==> src/rtl/uart_echo_fifo_if.sv <==
// ---------------------------------------------------------------------------
// uart_echo_fifo_if
// Byte handshake between the UART receiver/sender pair and the echo FIFO.
//   rx_data   : byte from the receiver, valid while rx_valid=1
//   rx_valid  : one-cycle strobe per received byte
//   tx_ready  : sender idle, may accept a byte
//   tx_data   : byte to the sender, held stable after tx_enable
//   tx_enable : one-cycle start strobe to the sender
// master = receiver/sender side (drives rx_* and tx_ready)
// slave  = echo FIFO (drives tx_data and tx_enable)
// ---------------------------------------------------------------------------
interface uart_echo_fifo_if #(
  parameter int DATA_W = 8
);
  logic [DATA_W-1:0] rx_data;
  logic              rx_valid;
  logic              tx_ready;
  logic [DATA_W-1:0] tx_data;
  logic              tx_enable;

  modport master (
    output rx_data, rx_valid, tx_ready,
    input  tx_data, tx_enable
  );

  modport slave (
    input  rx_data, rx_valid, tx_ready,
    output tx_data, tx_enable
  );
endinterface

==> src/rtl/uart_echo_fifo.sv <==
// ---------------------------------------------------------------------------
// uart_echo_fifo
// Buffers bytes from a UART receiver in a DEPTH-entry FIFO and drains them to
// the UART sender whenever it is ready. Dropped bytes (FIFO full) raise a
// sticky overflow flag; count reports occupancy for debug LEDs.
//
// Ports:
//   CLK, RST_N    : clock, asynchronous active-low reset
//   bus (slave)   : rx_data/rx_valid in, tx_ready in, tx_data/tx_enable out
//   clr_overflow  : synchronous clear of overflow (a same-cycle drop wins)
//   overflow      : sticky, at least one byte was dropped
//   count         : FIFO occupancy, 0..DEPTH
//
// Optional feature: define UART_ECHO_UPCASE_EN to send 'a'..'z' as uppercase
// (DATA_W must be 8). Undefined: bytes are echoed verbatim.
// ---------------------------------------------------------------------------
module uart_echo_fifo #(
  parameter  int DATA_W = 8,
  parameter  int DEPTH  = 16,
  localparam int CNT_W  = $clog2(DEPTH) + 1
) (
  input  logic             CLK,
  input  logic             RST_N,
  uart_echo_fifo_if.slave  bus,
  input  logic             clr_overflow,
  output logic             overflow,
  output logic [CNT_W-1:0] count
);

  localparam int AW = $clog2(DEPTH);

  if ((DEPTH < 2) || (DEPTH > 256) || ((DEPTH & (DEPTH - 1)) != 0)) begin : g_depth_check
    $error("uart_echo_fifo: DEPTH must be a power of two in 2..256");
  end

  typedef enum logic [1:0] {IDLE, SEND, HOLD} state_t;

  state_t            state, state_nx;
  logic [DATA_W-1:0] mem [DEPTH];
  logic [AW-1:0]     wr_ptr, rd_ptr;
  logic              full, empty;
  logic              wr_en, drop, deq;
  logic [DATA_W-1:0] head;

  assign full  = (count == CNT_W'(DEPTH));
  assign empty = (count == '0);
  // Full is judged on the pre-edge count, so a same-cycle dequeue never
  // rescues an incoming byte.
  assign wr_en = bus.rx_valid && !full;
  assign drop  = bus.rx_valid && full;
  assign deq   = (state == IDLE) && !empty && bus.tx_ready;

`ifdef UART_ECHO_UPCASE_EN
  if (DATA_W != 8) begin : g_upcase_check
    $error("uart_echo_fifo: UART_ECHO_UPCASE_EN requires DATA_W == 8");
  end

  assign head = ((mem[rd_ptr] >= DATA_W'(8'h61)) && (mem[rd_ptr] <= DATA_W'(8'h7A)))
              ? mem[rd_ptr] - DATA_W'(8'h20)
              : mem[rd_ptr];
`else
  assign head = mem[rd_ptr];
`endif

  // ---------------- read FSM: state register ----------------
  // NOTE: sequential state uses non-blocking (<=) so every flop samples the
  // pre-edge values; blocking here would create order-dependent races.
  always_ff @(posedge CLK or negedge RST_N) begin
    if (!RST_N) state <= IDLE;
    else        state <= state_nx;
  end

  // ---------------- read FSM: next state ----------------
  // NOTE: state_nx gets a default before the case so no path leaves it
  // unassigned, which would infer a latch.
  always_comb begin
    state_nx = state;
    case (state)
      IDLE:    if (deq) state_nx = SEND;
      SEND:    state_nx = HOLD;
      HOLD:    state_nx = IDLE;   // guard cycle for the sender's tx_ready to fall
      default: state_nx = IDLE;
    endcase
  end

  // ---------------- read FSM: outputs ----------------
  // Decoded from state, so an asynchronous reset drops the strobe at once.
  always_comb begin
    bus.tx_enable = (state == SEND);
  end

  // ---------------- storage ----------------
  // NOTE: the byte array is deliberately not reset; its contents are
  // don't-care once the pointers and count are cleared, and leaving it out of
  // the reset lets it map onto plain registers or RAM.
  always_ff @(posedge CLK) begin
    if (wr_en) mem[wr_ptr] <= bus.rx_data;
  end

  // ---------------- pointers, occupancy, output byte, overflow ----------------
  always_ff @(posedge CLK or negedge RST_N) begin
    if (!RST_N) begin
      wr_ptr      <= '0;
      rd_ptr      <= '0;
      count       <= '0;
      bus.tx_data <= '0;
      overflow    <= 1'b0;
    end else begin
      if (wr_en) wr_ptr <= wr_ptr + AW'(1);   // wraps DEPTH-1 -> 0

      if (deq) begin
        rd_ptr      <= rd_ptr + AW'(1);
        bus.tx_data <= head;
      end

      case ({wr_en, deq})
        2'b10:   count <= count + CNT_W'(1);
        2'b01:   count <= count - CNT_W'(1);
        default: count <= count;
      endcase

      // A drop in the same cycle as a clear leaves the flag set.
      if (drop)              overflow <= 1'b1;
      else if (clr_overflow) overflow <= 1'b0;
    end
  end

endmodule
==> src/flat_wrapper.sv <==
// flat-port wrapper written by rule: the top's interface ports become plain ports
module uart_echo_fifo_flat 
#(
  parameter  int DATA_W = 8,
  parameter  int DEPTH  = 16,
  localparam int CNT_W  = $clog2(DEPTH) + 1
)
  (CLK, RST_N, clr_overflow, overflow, count, bus_rx_data, bus_rx_valid, bus_tx_ready, bus_tx_data, bus_tx_enable);
  uart_echo_fifo_if #(.DATA_W(DATA_W)) bus_i ();
  input  logic CLK;
  input  logic RST_N;
  input  logic clr_overflow;
  output logic overflow;
  output logic [CNT_W-1:0] count;
  input wire logic [$bits(bus_i.rx_data)-1:0] bus_rx_data;
  input wire logic [$bits(bus_i.rx_valid)-1:0] bus_rx_valid;
  input wire logic [$bits(bus_i.tx_ready)-1:0] bus_tx_ready;
  output wire logic [$bits(bus_i.tx_data)-1:0] bus_tx_data;
  output wire logic [$bits(bus_i.tx_enable)-1:0] bus_tx_enable;
  assign bus_i.rx_data = bus_rx_data;
  assign bus_i.rx_valid = bus_rx_valid;
  assign bus_i.tx_ready = bus_tx_ready;
  assign bus_tx_data = bus_i.tx_data;
  assign bus_tx_enable = bus_i.tx_enable;
  uart_echo_fifo #(.DATA_W(DATA_W), .DEPTH(DEPTH)) u_core (.CLK(CLK), .RST_N(RST_N), .bus(bus_i), .clr_overflow(clr_overflow), .overflow(overflow), .count(count));
endmodule
==> config.mk <==
export PLATFORM = sky130hd
export DESIGN_NAME = uart_echo_fifo_flat
export DESIGN_NICKNAME = d
export VERILOG_FILES = /design/src/rtl/uart_echo_fifo_if.sv /design/src/rtl/uart_echo_fifo.sv /design/src/flat_wrapper.sv
export SDC_FILE = /design/constraint.sdc
export NUM_CORES = 1
export LEC_CHECK = 0
export BUFFER_PORTS_ARGS = -buffer_cell sky130_fd_sc_hd__buf_2
export CORE_ASPECT_RATIO = 2
export CORE_MARGIN = 2
export CORE_UTILIZATION = 40
export CTS_CLUSTER_DIAMETER = 40
export DETAILED_ROUTE_END_ITERATION = 12
export PLACE_DENSITY = 0.66
export RECOVER_POWER = 25
export SLEW_MARGIN = 15
export SYNTH_ARGS = -nofsm -noshare
export SYNTH_HDL_FRONTEND = slang
export SYNTH_SLANG_ARGS = --single-unit
==> constraint.sdc <==
create_clock -name CLK -period 3.4 [get_ports CLK]
set_input_delay 0 -clock CLK [delete_from_list [all_inputs] [get_ports CLK]]
set_output_delay 0 -clock CLK [all_outputs]
set_load 0.05 [all_outputs]
==> metrics.md, run 1 <==
| Metric | Value |
|---|---|
| Leakage power | `2.58 nW` |
| Hold buffer count at cts | `11` |
| # port buffers | `27` |
| Die span in x | `about 92 µm` |
| Placement row count | `64` |
| Clock sinks | `152` |
| Crit. End Element | `flip-flop` |
| Dpl hpwl | `8.09 mm` |
| Area leader, netlist | `edfxtp_1` |
| Outcome | `completed` |
| Via density | `5.10` |
| Most common cell after layout, fill and taps aside | `edfxtp_1` |
| Fmax | `350 MHz` |
| Ys async rst share | `15.8%` |
| Slew @ Worst Pin | `around 1.3 ns` |
| GRT overflow | `0` |
| Worst skew pair latency | `0.42 ns` |
| Cts bufs inserted | `17` |
| PostCTS Resize Cnt | `0` |
| Routed vias | `between 3k and 4k` |
| Critical path class | `reg -> reg` |
| Share of cells above drive strength 1 | `26.1%` |
| Crit-path max FO | `9` |
| Max cap viols | `0` |
| First-pass GRT wire length | `18.2 mm` |
| Diode count | `0` |
| Final hold slack | `0.0150 ns` |
| Gr usage total | `15.1%` |
| Root buffer cell | `clkbuf_16` |
| Core ar. | `15300 µm²` |
| Worst slew margin | `13.2%` |
| Nets@finish | `404` |
| Avg WL per Cell | `between 15 and 20 µm` |
| CP arrival | `3.15 ns` |
| FF+latch area | `4450 µm²` |
| Min-delay worst type | `in -> reg` |
| Sequential area share after synthesis | `between 70% and 80%` |
| Synthesized area per cell | `18.9 µm²` |
| Filler cell count in the final layout | `1269` |
| # Post-CTS Setup Buffers | `0` |
| Net Count, Synth | `approximately 350` |
| Area growth syn-to-layout | `16.0%` |
| Maximum clock path buffer count | `2` |
| IO Pins | `28` |
| Starting Density | `40.7%` |
| Post-Syn Area | `6220 µm²` |
| Syn Inst Count | `roughly 330` |
| Slew Limit Fails | `0` |
| Cell Count Post-Placement | `550` |
| Share of the synthesized area in the top cell type | `61.8%` |
| Yosys warns | `0` |
| Final TNS setup | `0 ns` |
| Crit path launch type | `flip-flop` |
| Finished Layout Cells | `593` |
| Ranking of synthesized cells by area | `edfxtp_1 62%, dfrtp_1 9.7%, mux4_2 8.7%, mux4_1 3.4%, mux2i_1 2.3%` |
| Clk_skew | `0.00567 ns` |
| Netlist cell types | `40` |
| Initial antenna violation count | `0` |
| Die height | `~180 µm` |
| Yosys reg bits | `152` |
| Antenna-violating nets left | `0` |
| Wirelength, routed | `11.7 mm` |
| Final setup vio count | `0` |
| Worst Path Required | `3.69 ns` |
| Vias in the first global route | `3265` |
| Most common flop cell mapped by yosys | `edfxtp_1` |
| Pwr Density | `about 850 nW/µm²` |
| H-Tree Depth | `4` |
| Largest net degree at the start of global routing | `29` |
| RSZ-0062 raised after global routing | `no` |
| Post-synth EDFFs | `128` |
| Most frequent cells in the layout | `128 x edfxtp_1, 24 x mux4_2, 23 x dfrtp_1, 22 x buf_2, 17 x clkbuf_16` |
| 1st-iter DRT viols | `215` |
| Min Tclk post-route | `2.86 ns` |
| CTS tree | `built` |
| TritonRoute pass-1 iters | `4` |
| Hold Fails Final Rpt | `0` |
| Final Cycle Share | `84.1%` |
| Residual DRC | `0` |
| Die footprint | `16600 µm²` |
| Multi-input combinational cell area | `approximately 1600 µm²` |
| Placer Congestion | `0.743` |
| Worst VDD drop | `0.310 mV` |
| Clock slew at reported path FFs | `0.06 ns` |
kinds of logic after synthesis:
| kind of cell | count (synthesis) | synth area share (%) |
|---|---|---|
| DFF | 152 | 71.4 |
| and+or+nand+nor | 51 | 3.86 |
| AOI/OAI and AO/OA | 27 | 2.90 |
| adders and majority gates | 9 | 1.81 |
| xor gates and xnor gates | 11 | 1.55 |
| buffers and inverters | 26 | 2.88 |
| muxes | 53 | 15.6 |
stage by stage:
stage	util, %	power, mW	setup WS, ns	instance area, µm²
finish	47.2	6.15	0.540	7220
global route	47.2	6.45	0.393	7220
CTS	47.2	6.23	0.528	7230
detailed placement	42.9	4.47	0.548	6570
global placement	42.9	4.41	0.626	6570
floorplan	-	4.06	0.330	6220
layer usage:
metal | share of wire [%] | global-route usage, % | vias up
met5 | 0 | 0 | -
met4 | 1.9 | 6.03 | 0
met3 | 2.1 | 2.84 | 13
met2 | 60 | 29.3 | 50
met1 | 36 | 15.5 | 1557
li1 | - | - | 1405
state kept, by name (all words and copies together), names as in the netlist:
| register | count |
|---|---|
| u_core.count | 5 |
| u_core.rd_ptr | 4 |
| u_core.bus.tx_data | 8 |
| u_core.wr_ptr | 4 |
| u_core.state | 2 |
| u_core.overflow | 1 |
| u_core.mem | 128 |
worst max-delay path, stage by stage (launching register included):
cell and delay [ns]:
dfrtp_1 0.48, or4_4 0.57, o211ai_2 0.16, inv_1 0.12, ha_1 0.33, xor2_1 0.18, ha_1 0.22, o211a_1 0.21
o31ai_1 0.19, a31oi_1 0.09, xor2_1 0.17
synthesized netlist by cell type (3+ instances only):
cell type	instances
nand2b_1	3
buf_4	3
mux2i_1	14
buf_6	5
xor2_1	4
buf_2	3
mux4_2	24
a21oi_1	5
o21ai_0	11
nor2_1	16
mux4_1	8
dfrtp_1	24
nand2_1	16
inv_1	7
mux2_2	7
ha_1	9
nor2b_1	5
clkbuf_1	3
edfxtp_1	128
nor3_1	4
xnor2_1	7
worst paths after layout:
| path | start | endpoint | slack [ns] | depth (start not counted) |
|---|---|---|---|---|
| max | u_core.count[1] | u_core.count[4] | 0.54 | 10 |
| min reg2reg | u_core.state[1] | u_core.state[1] | 0.47 | 1 |
| min | bus_tx_ready | u_core.rd_ptr[1] | 0.02 | 5 |
| min in group asynchronous | RST_N | u_core.bus.tx_data[6] | 0.40 | 2 |
| max reg2reg | u_core.count[1] | u_core.count[4] | 0.54 | 10 |
| max in group asynchronous | RST_N | u_core.rd_ptr[0] | 2.14 | 2 |
power by group:
| group | switching [mW] | internal (mW) |
|---|---|---|
| Clock | 0.768 | 0.975 |
| Sequential | 0.252 | 2.32 |
| Combinational | 1.04 | 0.807 |
area by class of cell:
type	instances	share of cell area (%)
sequential	152	61.6
multi-input combinational	151	22.1
clock buffer	19	6.14
timing repair buffer	53	4.87
tap	198	3.43
clock inverter	13	1.47
inverter	7	0.364
Power figures use the tool's default switching activity.
==> run 2: changes to the inputs <==
==> constraint.sdc (replaced) <==
create_clock -name CLK -period 2.85 [get_ports CLK]
set_input_delay 0 -clock CLK [delete_from_list [all_inputs] [get_ports CLK]]
set_output_delay 0 -clock CLK [all_outputs]
set_load 0.05 [all_outputs]
==> run 2 against run 1 <==
  * First-iteration DRC count is 22% higher
  * Sequential power grew 20%
  * Non-clock buffer count up 7
  * Wire length decreased by 1.3%
  * Clock power increased by 22%
  * Register-to-register slack worse by 0.41 ns
  * Global-route usage grew 0.084 points
  * Critical path type unchanged
  * Cell count rose by 1.2%
  * Worst setup slack worse by 0.41 ns
  * Hold slack better by 0.057 ns
  * Final area is 1.5% higher
  * Critical path depth unchanged
==> metrics.md, run 2 (same netlist as run 1, synthesis figures left out) <==
| Metric | Value |
|---|---|
| Diode count | `0` |
| Area growth syn-to-layout | `17.7%` |
| Cts bufs inserted | `17` |
| Combinational power share | `29.8%` |
| Filler cell count in the final layout | `about 1.2k` |
| Slew @ Worst Pin | `1.31 ns` |
| Worst skew pair latency | `about 0.41 ns` |
| CTS tree | `built` |
| Delay-heaviest family, CP | `compound AO/OA/AOI/OAI gates` |
| Min-delay worst type | `in -> reg` |
| Core ar. | `15300 µm²` |
| Max cap viols | `0` |
| Slew Limit Fails | `0` |
| Largest Register | `u_core.mem` |
| Finished Layout Cells | `600` |
| Final setup vio count | `0` |
| Place WS | `0.178 ns` |
| Most common cell after layout, fill and taps aside | `edfxtp_1` |
| Clock power share | `around 29%` |
| Final setup margin | `0.133 ns` |
| Worst Path Required | `3.14 ns` |
| Root buffer cell | `clkbuf_16` |
| GRT overflow | `0` |
| Worst VDD drop | `0.374 mV` |
| Crit-path max FO | `9` |
| Leakage power | `2.61 nW` |
| Worst slew margin | `12.7%` |
| Cell Count Post-Placement | `556` |
| Wirelength, routed | `11.6 mm` |
| Crit. End Element | `flip-flop` |
| Clock sinks | `between 150 and 200` |
| Min Tclk post-route | `about 2.7 ns` |
| Die span in x | `between 90 and 100 µm` |
| Vias in the first global route | `3348` |
| CP max stage cell | `or4_4` |
| IO Pins | `28` |
| H-Tree Depth | `4` |
| Starting Density | `40.7%` |
| Number of flip-flops in the largest register | `about 130` |
| # Post-CTS Setup Buffers | `0` |
| Switching power | `2.41 mW` |
| WHS Path Cells | `3` |
| Antenna-violating nets left | `0` |
| Critical path class | `reg -> reg` |
| CP arrival | `about 3 ns` |
| Placement row count | `64` |
| Final hold slack | `0.0725 ns` |
| Crit path launch type | `flip-flop` |
| Hold buffer count at cts | `12` |
| First-pass GRT wire length | `18.4 mm` |
| Sequential Power Share | `41.5%` |
| Final Cycle Share | `95.3%` |
| Fmax | `368 MHz` |
| WP buf/inv | `1` |
| Nets@finish | `411` |
| Hold Fails Final Rpt | `0` |
| Share of cells above drive strength 1 | `between 20 and 30%` |
| Most frequent cells in the layout | `128 x edfxtp_1, 24 x mux4_2, 22 x buf_2, 21 x dfrtp_1, 20 x buf_4` |
| Clk_skew | `between 0.01 and 0.015 ns` |
| Avg WL per Cell | `19.3 µm` |
| Initial antenna violation count | `0` |
| CP cell instances | `or4_4 -> o211ai_2 -> inv_2 -> ha_2 -> xor2_1 -> ha_2 -> o211a_1 -> o31ai_1 -> a31oi_1 -> xor2_1` |
| 1st-iter DRT viols | `262` |
| # port buffers | `27` |
| Clock slew at reported path FFs | `about 0.060 ns` |
| Routed vias | `3070` |
| Dpl hpwl | `about 7.9 mm` |
| Crit path depth | `10` |
| Via density | `5.12` |
| Pint | `5.01 mW` |
| Pwr Density | `1010 nW/µm²` |
| Maximum clock path buffer count | `2` |
| Fin util | `a little under half` |
| Residual DRC | `0` |
| Worst Reg-to-Reg Cells | `10` |
| Die height | `180 µm` |
| PostCTS Resize Cnt | `0` |
| Die footprint | `around 17000 µm²` |
| Largest regs | `u_core.mem (128), u_core.bus.tx_data (8), u_core.count (5)` |
| Sw Share | `about a third` |
| Largest net degree at the start of global routing | `29` |
| Largest stage delay, worst path | `0.54 ns` |
| Placer Congestion | `~0.78` |
| TritonRoute pass-1 iters | `4` |
| RSZ-0062 raised after global routing | `no` |
| Outcome | `completed` |
| Gr usage total | `15.2%` |
[run 2: power by group through the flow]
stage	sequential (mW)	clock (mW)	combinational (mW)
global placement	3.11	0	2.20
global route	3.14	2.27	2.40
finish	3.09	2.13	2.22
floorplan	3.25	0	1.61
detailed placement	3.14	0	2.24
CTS	3.09	2.17	2.27
[run 2: stage by stage]
step | TNS (ns) | area, µm² | total power, mW
6_report | 0 | 7320 | 7.43
3_3_place_gp | 0 | 6630 | 5.31
2_1_floorplan | -0.00724 | 6240 | 4.86
5_1_grt | 0 | 7320 | 7.81
3_5_place_dp | 0 | 6630 | 5.38
4_1_cts | 0 | 7330 | 7.53
[run 2: worst register-to-register path, stage by stage (launching register included)]
cell and delay, ns:
dfrtp_1 0.47, or4_4 0.54, o211ai_2 0.20, inv_2 0.08
ha_2 0.25, xor2_1 0.16, ha_2 0.19, o211a_1 0.21
o31ai_1 0.24, a31oi_1 0.09, xor2_1 0.16
[run 2: area by class of cell]
| class | count | area (µm²) | area share (%) |
|---|---|---|---|
| Sequential cell | 152 | 4450 | 60.7 |
| Multi-Input combinational cell | 151 | 1600 | 21.9 |
| Clock buffer | 21 | 493 | 6.73 |
| Timing Repair Buffer | 60 | 419 | 5.72 |
| Tap cell | 198 | 248 | 3.38 |
| Clock inverter | 11 | 86.3 | 1.18 |
| Inverter | 7 | 26.3 | 0.359 |
[run 2: path summary, 6_finish.rpt]
| kind | from | endpoint | slack [ns] |
|---|---|---|---|
| hold reg to reg | u_core.state[1] | u_core.state[1] | 0.46 |
| setup / recovery | u_core.count[0] | u_core.count[4] | 0.13 |
| setup reg to reg | u_core.count[0] | u_core.count[4] | 0.13 |
| max in group asynchronous | RST_N | u_core.count[1] | 1.59 |
| hold / removal | bus_rx_valid | u_core.wr_ptr[0] | 0.07 |
| min in group asynchronous | RST_N | u_core.count[3] | 0.40 |
[run 2: metal layers]
layer	part of all wire, %	track usage [%]	vias up
met2	60	28.9	75
met3	2.3	3.51	12
li1	-	-	1419
met1	35	15.2	1564
met4	1.9	7.22	0
met5	0	0	-
==> run 3: changes to the inputs <==
--- a/config.mk
+++ b/config.mk
@@ -5,6 +5,7 @@
 export SDC_FILE = /design/constraint.sdc
 export NUM_CORES = 1
 export LEC_CHECK = 0
+export ABC_AREA = 1
 export BUFFER_PORTS_ARGS = -buffer_cell sky130_fd_sc_hd__buf_2
 export CORE_ASPECT_RATIO = 2
 export CORE_MARGIN = 2
==> run 3 against run 2 <==
  * Cell count increased by 57%
  * Synthesized area up 9.6%
  * Count of clock-buffer cells in the layout fell by 4
  * Non-clock buffer count decreased by 2
  * Register-to-register slack improved by 0.25 ns
  * Critical path depth up 4
  * Synthesized cell count rose by 110%
  * Clock power barely moved
  * Utilization fell by 1.2 points
  * Largest cell class unchanged
==> metrics.md, run 3 <==
| Metric | Value |
|---|---|
| Area leader, netlist | `edfxtp_1` |
| Root buffer cell | `clkbuf_16` |
| Yosys reg bits | `around 150` |
| Reg2Reg Setup Slack | `0.39 ns` |
| Net Count, Synth | `698` |
| Min Tclk post-route | `2.46 ns` |
| Most frequent cells in the layout | `218 x nand2_1, 128 x edfxtp_1, 119 x inv_1, 102 x nand3_1, 23 x dfrtp_1` |
| Final TNS setup | `0 ns` |
| CP arrival | `2.83 ns` |
| Ys async rst share | `15.8%` |
| Most common flop cell mapped by yosys | `edfxtp_1` |
| Synthesized area per cell | `10.1 µm²` |
| Sw Share | `roughly 40%` |
| Crit-path max FO | `14` |
| Core ar. | `16800 µm²` |
| Slew @ Worst Pin | `1.37 ns` |
| Post-synth EDFFs | `between 100 and 150` |
| Crit. End Element | `flip-flop` |
| Antenna-violating nets left | `0` |
| Slew Limit Fails | `0` |
| Sequential Power Share | `36.5%` |
| Final setup margin | `0.388 ns` |
| Area growth syn-to-layout | `14.9%` |
| Routed vias | `4620` |
| Avg WL per Cell | `approximately 17 µm` |
| Outcome | `completed` |
| Starting Density | `40.7%` |
| Cell area after layout | `7840 µm²` |
| Pwr Density | `1030 nW/µm²` |
| Place WS | `0.380 ns` |
| Die height | `189 µm` |
| Nets@finish | `747` |
| Dpl hpwl | `slightly above 10 mm` |
| Max cap viols | `0` |
| Fmax | `approximately 410 MHz` |
| Largest Register | `u_core.mem` |
| Yosys warns | `0` |
| Post-Syn Area | `approximately 6800 µm²` |
| Syn Inst Count | `676` |
| Die footprint | `about 18000 µm²` |
| Ranking of synthesized cells by area | `edfxtp_1 56%, nand2_1 12%, dfrtp_1 8.8%, nand3_1 7.5%, inv_1 6.5%` |
| Most common cell after layout, fill and taps aside | `nand2_1` |
| Min-delay worst type | `in -> reg` |
| Vias in the first global route | `4609` |
| IO Pins | `28` |
| Grt met2 use | `33.3%` |
| Pint | `about 4.8 mW` |
| Total power | `approximately 8.1 mW` |
| RSZ-0062 raised after global routing | `no` |
| Commonest cells in the netlist | `218 x nand2_1, 128 x edfxtp_1, 119 x inv_1` |
| Clock sinks | `between 150 and 200` |
| TritonRoute pass-1 iters | `5` |
| Top-count cell post-synth | `nand2_1` |
| Combinational power share | `36.8%` |
| Largest regs | `u_core.mem (128), u_core.bus.tx_data (8), u_core.count (5)` |
| Placer Congestion | `~0.87` |
| Share of cells above drive strength 1 | `10.6%` |
| Worst Path Required | `between 3 and 4 ns` |
| Largest net degree at the start of global routing | `66` |
| Clk_skew | `0.00560 ns` |
| Most heavily used metal layer in global routing | `met2` |
| # port buffers | `27` |
| Clock power share | `26.7%` |
| Leakage power | `3.51 nW` |
| Crit path launch type | `flip-flop` |
| 1st-iter DRT viols | `417` |
| CTS tree | `built` |
| First-pass GRT wire length | `24.4 mm` |
| Share of the synthesized area in the top cell type | `56.3%` |
| Largest stage delay, worst path | `0.46 ns` |
| Residual DRC | `0` |
| Gr usage total | `a little under a fifth` |
| CP cell instances | `inv_1 -> nand4_1 -> nand3_1 -> inv_1 -> ha_1 -> xor2_1 -> ha_1 -> inv_1 -> nand2_1 -> nand3_1 -> nand2_1 -> xor2_1 -> nand2_1 -> nand2_1` |
| Most used cell, CP | `nand2_1` |
| Met3 Usage GRT | `2.72%` |
| Final Cycle Share | `86.4%` |
| Post-DP Area | `~7200 µm²` |
| Maximum clock path buffer count | `2` |
| Worst VDD drop | `0.920 mV` |
| Sequential area share after synthesis | `65.2%` |
| H-Tree Depth | `4` |
| Initial antenna violation count | `0` |
| Clock slew at reported path FFs | `0.06 ns` |
| Diode count | `0` |
| Wirelength, routed | `15.6 mm` |
| Die span in x | `between 90 and 100 µm` |
| Netlist cell types | `22` |
| Final setup vio count | `0` |
| Worst skew pair latency | `roughly 0.42 ns` |
| Number of flip-flops in the largest register | `128` |
| Cts bufs inserted | `17` |
| Placement row count | `67` |
| CP max stage cell | `dfrtp_1` |
| GR met1 Demand/Resource | `19.0%` |
| Worst slew margin | `8.66%` |
| Hold Fails Final Rpt | `0` |
| Switching power | `3.25 mW` |
| Critical path class | `reg -> reg` |
| GRT overflow | `0` |
| Via density | `4.89` |
==> run 3: what timing repair did <==
item | CTS | global route
buffers inserted | 0 | 0
hold buffers | 11 | 0
hold endpoints to repair | 136 | 0
gates resized for setup | 0 | 0
==> run 3: cell families after synthesis <==
kind of cell               synth area share (%)
DFF                                        65.2
xor gates and xnor gates                   1.28
and+or+nand+nor                            21.2
adders and majority gates                  1.65
AOI/OAI and AO/OA                         0.752
buffers and inverters                      9.92
==> run 3: power by group through the flow <==
stage                     Combinational [mW]  Sequential, mW  Clock [mW]
after CTS                               3.01            2.94        2.20
final                                   2.96            2.94        2.15
after global placement                  2.95            2.98           0
after global routing                    3.29            2.98        2.27
after floorplan                         1.97            3.25           0
after detailed placement                2.97            2.99           0
==> run 3: path summary, 6_finish.rpt <==
kind                            startpoint                     to  depth (start not counted)
min                           bus_tx_ready        u_core.state[0]                          4
max reg2reg                u_core.count[0]        u_core.count[4]                         14
max                        u_core.count[0]        u_core.count[4]                         14
min reg2reg                u_core.state[1]        u_core.state[1]                          1
min in group asynchronous            RST_N  u_core.bus.tx_data[4]                          2
max in group asynchronous            RST_N       u_core.rd_ptr[0]                          2
==> run 3: per-layer routing <==
metal,share of wire [%],up-vias
li1,-,2260
met1,35,2173
met2,56,140
met3,3.7,47
met4,5.6,0
met5,0,-
==> run 3: layout make-up <==
class,instances,area (µm²)
multi-input combinational,373,1700
inverter,123,462
clock buffer,17,425
clock inverter,15,143
fill,1534,8930
sequential,152,4450
tap,207,259
timing repair buffer,58,402
==> run 3: stage by stage <==
step | hold WS, ns | instances | util, %
CTS | 0.00398 | 945 | 46.8
global placement | 0.0159 | 902 | 42.7
floorplan | -0.296 | 676 | -
finish | 0.0182 | 945 | 46.7
global route | 0.0399 | 945 | 46.7
detailed placement | 0.0218 | 902 | 42.7
==> run 3: critical path, delay by kind of cell (launching register included) <==
family | cells | cell delay (ns)
buf+inv | 3 | 0.45
fa+ha+maj | 2 | 0.54
simple gates | 7 | 0.60
flops | 1 | 0.46
xor+xnor | 2 | 0.37
